## config.mk

```make
export PLATFORM = sky130hd
export DESIGN_NAME = edit_mode_controller
export DESIGN_NICKNAME = d
export VERILOG_FILES = /design/src/rtl/edit_mode_controller.sv
export SDC_FILE = /design/constraint.sdc
export NUM_CORES = 1
export LEC_CHECK = 0
export ABC_AREA = 1
export CAP_MARGIN = 20
export CELL_PAD_IN_SITES_DETAIL_PLACEMENT = 1
export CELL_PAD_IN_SITES_GLOBAL_PLACEMENT = 2
export CORE_MARGIN = 1.5
export CORE_UTILIZATION = 41
export CTS_CLUSTER_SIZE = 20
export DETAILED_ROUTE_END_ITERATION = 8
export GPL_TIMING_DRIVEN = 0
export PLACE_DENSITY = 0.84
export SLEW_MARGIN = 5
export SYNTH_ARGS = -nofsm -noshare
export SYNTH_HDL_FRONTEND = slang
export SYNTH_SLANG_ARGS = --single-unit
```

## constraint.sdc

```tcl
create_clock -name clk -period 3.85 [get_ports clk]
set_input_delay 0.9625 -clock clk [delete_from_list [all_inputs] [get_ports clk]]
set_output_delay 0.9625 -clock clk [all_outputs]
set_load 0.02 [all_outputs]
```

## src/rtl/edit_mode_controller.sv

```systemverilog
// Edit-mode key controller for a clock/calendar display.
// Keys are synchronised and debounced; presses drive a VIEW/EDIT FSM.
// Ports:
//   clk, reset                     : clock, async active-high reset
//   KeyMode/KeyEdit/KeyPlus/KeyMinus : active-low raw keys
//   screen[1:0], EditMode, position[1:0] : display/edit state
//   IncPulse, DecPulse             : one-cycle field adjust strobes
module edit_mode_controller #(
    parameter int DB_CYCLES      = 4,
    parameter int HOLD_CYCLES    = 16,
    parameter int REPEAT_CYCLES  = 4,
    parameter int TIMEOUT_CYCLES = 64
) (
    input  logic       clk,
    input  logic       reset,
    input  logic       KeyMode,
    input  logic       KeyEdit,
    input  logic       KeyPlus,
    input  logic       KeyMinus,
    output logic [1:0] screen,
    output logic       EditMode,
    output logic [1:0] position,
    output logic       IncPulse,
    output logic       DecPulse
);

    localparam int DBW  = $clog2(DB_CYCLES + 1);
    localparam int HMAX = (HOLD_CYCLES > REPEAT_CYCLES) ?
                          HOLD_CYCLES : REPEAT_CYCLES;
    localparam int HW   = $clog2(HMAX + 1);
    localparam int TW   = $clog2(TIMEOUT_CYCLES + 1);

    // key index: 0 mode, 1 edit, 2 plus, 3 minus
    localparam int K_MODE  = 0;
    localparam int K_EDIT  = 1;
    localparam int K_PLUS  = 2;
    localparam int K_MINUS = 3;

    typedef enum logic {VIEW, EDIT} state_t;

    logic [3:0]          raw;
    logic [3:0]          sync1_q, sync2_q;
    logic [3:0]          db_q, db_d, dbp_q;
    logic [3:0][DBW-1:0] dbc_q, dbc_d;
    logic [3:0]          press;

    state_t        state_q, state_d;
    logic [1:0]    scr_q, scr_d;
    logic [1:0]    pos_q, pos_d;
    logic          inc_q, inc_d;
    logic          dec_q, dec_d;
    logic [TW-1:0] to_q, to_d;
    logic [HW-1:0] hold_q, hold_d;
    logic          rep_q, rep_d;
    logic          arm_q, arm_d;
    logic          dir_q, dir_d;

    logic          plus_lo, minus_lo, both_lo, one_lo;
    logic          leave;
    logic [1:0]    last_pos;

    assign raw = {KeyMinus, KeyPlus, KeyEdit, KeyMode};

    // Level flips only after DB_CYCLES consecutive differing samples.
    always_comb begin
        for (int i = 0; i < 4; i++) begin
            db_d[i]  = db_q[i];
            dbc_d[i] = '0;
            if (sync2_q[i] != db_q[i]) begin
                if (dbc_q[i] == DBW'(DB_CYCLES - 1))
                    db_d[i] = sync2_q[i];
                else
                    dbc_d[i] = dbc_q[i] + DBW'(1);
            end
        end
    end

    assign press    = dbp_q & ~db_q;
    assign plus_lo  = ~db_q[K_PLUS];
    assign minus_lo = ~db_q[K_MINUS];
    assign both_lo  = plus_lo & minus_lo;
    assign one_lo   = plus_lo ^ minus_lo;

    always_comb begin
        last_pos = 2'd0;
        case (scr_q)
            2'd0:    last_pos = 2'd2;
            2'd1:    last_pos = 2'd2;
            2'd2:    last_pos = 2'd1;
            default: last_pos = 2'd0;
        endcase
    end

    always_comb begin
        state_d = state_q;
        scr_d   = scr_q;
        pos_d   = pos_q;
        inc_d   = 1'b0;
        dec_d   = 1'b0;
        to_d    = to_q;
        hold_d  = hold_q;
        rep_d   = rep_q;
        arm_d   = arm_q;
        dir_d   = dir_q;
        leave   = 1'b0;

        unique case (state_q)
            VIEW: begin
                arm_d  = 1'b0;
                hold_d = '0;
                rep_d  = 1'b0;
                to_d   = '0;
                if (press[K_EDIT]) begin
                    state_d = EDIT;
                    pos_d   = 2'd0;
                end else if (press[K_MODE]) begin
                    scr_d = scr_q + 2'd1;
                    pos_d = 2'd0;
                end
            end
            EDIT: begin
                to_d = to_q + TW'(1);
                if (press[K_EDIT]) begin
                    leave = 1'b1;
                end else if (press[K_MODE]) begin
                    pos_d = (pos_q >= last_pos) ? 2'd0 : pos_q + 2'd1;
                    to_d  = '0;
                    if (both_lo) begin
                        arm_d  = 1'b0;
                        hold_d = '0;
                        rep_d  = 1'b0;
                    end
                end else if (both_lo) begin
                    arm_d  = 1'b0;
                    hold_d = '0;
                    rep_d  = 1'b0;
                    to_d   = '0;
                end else if (press[K_PLUS] || press[K_MINUS]) begin
                    // only one can be set here: both_lo was excluded
                    inc_d  = press[K_PLUS];
                    dec_d  = press[K_MINUS];
                    arm_d  = 1'b1;
                    dir_d  = press[K_PLUS];
                    hold_d = '0;
                    rep_d  = 1'b0;
                    to_d   = '0;
                end else if (arm_q && (dir_q ? plus_lo : minus_lo)) begin
                    to_d = '0;
                    if (!rep_q) begin
                        if (hold_q == HW'(HOLD_CYCLES - 1)) begin
                            inc_d  = dir_q;
                            dec_d  = ~dir_q;
                            hold_d = '0;
                            rep_d  = 1'b1;
                        end else begin
                            hold_d = hold_q + HW'(1);
                        end
                    end else if (hold_q == HW'(REPEAT_CYCLES - 1)) begin
                        inc_d  = dir_q;
                        dec_d  = ~dir_q;
                        hold_d = '0;
                    end else begin
                        hold_d = hold_q + HW'(1);
                    end
                end else begin
                    // a key left low after its partner was released
                    // stays disarmed until pressed again
                    arm_d  = 1'b0;
                    hold_d = '0;
                    rep_d  = 1'b0;
                    if (one_lo)
                        to_d = '0;
                    else if (to_q == TW'(TIMEOUT_CYCLES - 1))
                        leave = 1'b1;
                end
            end
        endcase

        if (leave) begin
            state_d = VIEW;
            pos_d   = 2'd0;
            inc_d   = 1'b0;
            dec_d   = 1'b0;
            to_d    = '0;
            hold_d  = '0;
            rep_d   = 1'b0;
            arm_d   = 1'b0;
        end
    end

    always_ff @(posedge clk or posedge reset) begin
        if (reset) begin
            sync1_q <= '1;
            sync2_q <= '1;
            db_q    <= '1;
            dbp_q   <= '1;
            dbc_q   <= '0;
            state_q <= VIEW;
            scr_q   <= 2'd0;
            pos_q   <= 2'd0;
            inc_q   <= 1'b0;
            dec_q   <= 1'b0;
            to_q    <= '0;
            hold_q  <= '0;
            rep_q   <= 1'b0;
            arm_q   <= 1'b0;
            dir_q   <= 1'b0;
        end else begin
            sync1_q <= raw;
            sync2_q <= sync1_q;
            db_q    <= db_d;
            dbp_q   <= db_q;
            dbc_q   <= dbc_d;
            state_q <= state_d;
            scr_q   <= scr_d;
            pos_q   <= pos_d;
            inc_q   <= inc_d;
            dec_q   <= dec_d;
            to_q    <= to_d;
            hold_q  <= hold_d;
            rep_q   <= rep_d;
            arm_q   <= arm_d;
            dir_q   <= dir_d;
        end
    end

    assign screen   = scr_q;
    assign EditMode = (state_q == EDIT);
    assign position = pos_q;
    assign IncPulse = inc_q;
    assign DecPulse = dec_q;

endmodule
```

Word-level counts from Yosys, hierarchy flattened. Cells that the tools add are included.

Register bits: 50. Input port bits: 6. Output and inout port bits: 7. Word-level logic and storage cells: 156.

Add/sub/neg operators: 8. Order comparisons: 1. Equality and inequality tests: 18. Muxes and demuxes: 84. Bitwise gates (word level): 11. Reduce and logical (&&, ||, !) cells: 13.

Operators with widths (count): 2-to-1 mux 5 bit (10); 2-to-1 mux 7 bit (7); 2-to-1 mux 1 bit (47); 2-to-1 mux 3 bit (8); one-hot mux 7 bit (2 select lines) (1); adder 3 x 1 -> 3 bit, second input constant (4); == test 3 x 2 -> 1 bit, second input constant (4); 2-to-1 mux 2 bit (6); one-hot mux 5 bit (2 select lines) (1); AND reduction 2 bit (5); AND reduction 3 bit (3); one-hot mux 2 bit (2 select lines) (2); adder 7 x 1 -> 7 bit, second input constant (1); == test 7 x 6 -> 1 bit, second input constant (1); NOT 1 bit (7); != test 3 x 2 -> 1 bit, second input constant (2); adder 5 x 1 -> 5 bit, second input constant (1); == test 5 x 2 -> 1 bit, second input constant (1); == test 5 x 4 -> 1 bit, second input constant (1); != test 5 bit, second input constant (1); AND reduction 5 bit (1); adder 2 x 1 -> 2 bit, second input constant (2); bitwise AND 4 bit (1); != test 1 bit (4); other kinds (13) (14).

Longest topological paths before layout.
Depth in word-level cells: 11. Gate-level depth with buffers: 11. Gate-level depth less buffers: 11.

Least setup slack after synthesis. OpenSTA, ideal clock, no wires.

Path type: flip-flop to flip-flop. Start: register db_q[2]. End: register dec_q (netlist: DecPulse). Setup time: 125 ps. Arrival time: 1475 ps. Data required time: 3725 ps. Path slack: 2250 ps. Cell stages (with the launch flop): 11. Path buffers: 0. Clock period less this slack: 1600 ps. Cells stage by stage: dfstp_2 -> inv_2 -> ha_1 -> inv_1 -> nand2_2 -> nor2_8 -> nand3_4 -> nand2_4 -> nand2_1 -> nand2_1 -> a21oi_1.

Word-level cells in the longest chain between the ends: 10. Elaborated cells on any way between the ends: 22. Classes of those cells: mux: 15; bitwise: 5; reduce/logical: 2.

RTL lines: start: declaration (line 43) `logic [3:0] db_q, db_d, dbp_q;`; start signal: assignment (line 195) `db_q <= '1;`; start signal: assignment (line 211) `db_q <= db_d;`; NOT 1 bit (line 79) `assign plus_lo = ~db_q[K_PLUS];`; bitwise XOR 1 bit or 2-to-1 mux 1 bit (tied branches) (line 82, 147); 2-to-1 mux 1 bit or logical AND 1 bit (tied branches) (line 171, 147); 2-to-1 mux 1 bit (line 147) `end else if (arm_q && (dir_q ? plus_lo : minus_lo)) begin`; 2-to-1 mux 1 bit (line 138) `end else if (press[K_PLUS] || press[K_MINUS]) begin`; 2-to-1 mux 1 bit (line 133) `end else if (both_lo) begin`; 2-to-1 mux 1 bit (line 125) `end else if (press[K_MODE]) begin`; 2-to-1 mux 1 bit (line 123) `if (press[K_EDIT]) begin`; 2-to-1 mux 1 bit (line 107) `unique case (state_q)`; 2-to-1 mux 1 bit (*) (line 179) `if (leave) begin`; via dec_d (line 51) `logic dec_q, dec_d;`; end signal: assignment (line 202) `dec_q <= 1'b0;`; end signal: assignment (line 218) `dec_q <= dec_d;`; end: declaration (line 51).

Mark *: on every way through the listed nets, which the timed path passes. The rest lies on a longest branch. A chain may end at the register's enable or synchronous reset.

Final worst setup path.
Start: register state_q (netlist: EditMode). End: output EditMode.

RTL lines: start: declaration (line 47) `state_t state_q, state_d;`; start signal: assignment (line 214) `state_q <= state_d;`; end: declaration (line 21) `output logic EditMode,`.

No word-level cell between the ends.

==> impl_metrics.py <==
metrics = {
    "setup_path": {
        "start_kind": "register",
        "worstPathArrival_ns": 1.40,
        "crit_type": "register to output pin",
        "crit_path_end_kind": "output pin",
        "crit_buf_inv": 1,
        "r2r_slack_ns": 2.02,
        "crit_slowest_cell": "clkdlybuf4s50_1",
        "path_delay_family": "buffers and inverters",
        "cp_max_fo": 7,
        "max_stage_delay_ns": 0.65,
        "required_ns": 2.89,
        "path_cells": "clkdlybuf4s50_1",
    },
    "yosys": {
        "synthTopCellsByArea": "dfrtp_1 37%, dfstp_2 18%, ha_1 6.5%, nand2_1 6.2%, nor2_1 4.6%",
        "synth_warnings": 0,
        "synth_adder_area_share_pct": 6.529,
        "synth_seq_cells": 50,
        "synth_top_cell_by_area": "dfrtp_1",
        "synth-simple-area-share_pct": 26.01,
        "synth_ff_type": "dfrtp_1",
        "yosysTopAreaCellShare_pct": 37.00,
        "synth_edf_count": 0,
        "synth_cells": 230,
        "synth-compound-area-share_pct": 3.373,
        "synth_top_family_by_area": "simple AND/OR/NAND/NOR gates",
        "synthXorXnorAreaFrac_pct": 4.570,
        "netlist_top_cells_count": "38 x nand2_1, 34 x dfrtp_1, 28 x nor2_1, 23 x inv_1, 17 x nand3_1",
        "synth_area_sq_um": 2300,
        "synth.avg_cell_area_sq_um": 9.999,
        "yosysSeqAreaShare_pct": 55.28,
        "synthMuxAreaShare_pct": 0,
        "synth_nets": 248,
        "synth_most_common_cell": "nand2_1",
        "ys_types": 24,
        "ys_async_sr_fraction_pct": 100.0,
    },
    "finish": {
        "drive_gt1_share_pct": 17.93,
        "final_area_sq_um": 2640,
        "synthToLayoutAreaGrowth_pct": 14.80,
        "fin_nets": 268,
        "nFillCells": 654,
        "diodes": 0,
    },
    "detailed_routing": {
        "first_iter_violations": 29,
        "wire_per_inst_um": 12.34,
        "remaining_drc_errors": 0,
        "detail-route-antenna-nets": 0,
        "drt_pass1_iterations": 4,
        "vias": 1566,
        "via_per_inst": 4.848,
        "wl_um": 3987,
    },
    "floorplan": {
        "num_rows": 27,
        "io_pins": 13,
        "fp.dieH_um": 77.90,
        "dieWidth_um": 77.90,
        "start_util_pct": 42.02,
        "core_area_sq_um": 5473,
        "fp.dieArea_sq_um": 6068,
    },
    "global_routing": {
        "track_usage_pct": 14.94,
        "grt_max_degree": 31,
        "grt_overflow": 0,
        "grt_pass1_vias": 1634,
        "antenna_found_initial": 0,
        "grt_first_pass_wirelength_um": 7093,
    },
    "run_status": {
        "outcome": "finished, final reports clean",
    },
    "clock_network": {
        "max-clock-path-buffers": 2,
        "clk_pin_slew_ns": 0.09,
        "clk_latency_ns": 0.30,
        "cts-resized-gates": 0,
        "htree_levels": 2,
        "cts_hold_repair.buffers": 0,
        "cts_tree": "yes",
        "cts_buffers": 5,
        "clkSinkCount": 50,
        "postCtsSetupRepairBufs": 0,
        "clock-root-buffer": "clkbuf_8",
    },
    "sta": {
        "min_period_over_period_pct": 61.44,
        "slew_violations": 0,
        "timing.hold.ws_ns": 0.3593,
        "min_period_ns": 2.365,
        "fmax_ghz": 0.4228,
        "worst_pin_slew_ns": 0.5179,
        "slew_headroom_pct": 65.48,
        "fin_tns_setup_ns": 0,
        "finalSetupViolCount": 0,
        "skew_ns": 0.007148,
        "rsz0062_at_grt": "false",
        "hold_violations": 0,
    },
    "power_and_ir_drop": {
        "cellPowerDensity_nw_per_um2": 702.8,
        "vdd_drop_max_uv": 296.5,
        "leakagePower_nw": 1.206,
    },
    "run": {
        "maxCapViolCount": 0,
    },
    "place": {
        "globalplace.congestion": 0.7295,
        "dp_hpwl_um": 3115,
        "placed_area_sq_um": 2530,
        "port_buffers": 12,
    },
    "hold_path": {
        "hp-class": "register to register",
    },
}
-- cells in the final DEF (no fill, tap or decap), types with 7 or more instances in the layout --
master / Yosys / layout
a21oi_1: 9 / 9
nand2_1: 38 / 38
dfrtp_1: 34 / 34
nand3_1: 17 / 17
nor2_1: 28 / 28
xnor2_1: 7 / 7
clkdlybuf4s50_1: 0 / 12
dfstp_2: 16 / 16
nor3_1: 7 / 7
inv_1: 23 / 22
ha_1: 12 / 12
-- logic make-up (layout without fill, tap and decap cells) --
logic type,Yosys count,count (layout)
flip-flops,50,50
AO/OA/AOI/OAI,15,15
adder cells (fa/ha/maj),12,12
XOR/XNOR,12,12
AND/OR/NAND/NOR,115,115
buffers and inverters,26,47
-- layout make-up --
cell class / count / area [sq um] / area share, %
clock buffers: 6 / 72.57 / 2.749
clock inverters: 2 / 37.54 / 1.422
inverters: 26 / 97.59 / 3.697
multi-input cells: 154 / 930.9 / 35.26
flip-flops and latches: 50 / 1271 / 48.15
well taps: 72 / 90.09 / 3.412
repair buffers: 13 / 140.1 / 5.308
-- path summary, 6_finish.rpt --
kind | from | cells after the start | endpoint
min | sync1_q[0]$_DFF_PP1_ | 0 | sync2_q[0]$_DFF_PP1_
min in group asynchronous | reset | 2 | dbc_q[0]$_DFF_PP0_
max reg2reg | hold_q[0]$_DFFE_PP0P_ | 9 | hold_q[1]$_DFFE_PP0P_
max in group asynchronous | reset | 3 | sync2_q[3]$_DFF_PP1_
min reg2reg | sync1_q[0]$_DFF_PP1_ | 0 | sync2_q[0]$_DFF_PP1_
max | EditMode$_DFF_PP0_ | 1 | EditMode
-- power breakdown --
group	internal, mW	leakage (nW)	switching (mW)
Sequential	0.681	0.626	0.0931
Combinational	0.275	0.529	0.444
Clock	0.194	0.0514	0.168
-- sequential cells by signal, indices dropped and copies added, names as in the netlist --
| signal | flops |
|---|---|
| rep_q | 1 |
| dbc_q | 12 |
| db_q | 4 |
| arm_q | 1 |
| sync1_q | 4 |
| hold_q | 5 |
| screen | 2 |
| sync2_q | 4 |
| position | 2 |
| IncPulse | 1 |
| dir_q | 1 |
| EditMode | 1 |
| to_q | 7 |
| dbp_q | 4 |
| DecPulse | 1 |
-- metrics by stage --
stage	utilization, %	setup slack, ns	std cells	power [mW]
after detailed placement	46.23	1.802	315	1.523
final	48.24	1.485	323	1.856
after global placement	45.86	0.6900	314	1.491
after floorplan	-	1.713	230	1.312
after global routing	48.24	1.425	323	2.002
after CTS	48.24	1.453	323	1.894
-- routing by layer --
layer	global-route usage, %	vias up	share of wire [%]
li1	-	774	-
met3	3.176	5	1.9
met2	25.74	10	50
met1	18.17	777	47
met4	5.893	0	1.3
met5	0	-	0
(Power assumes the default switching activity.)
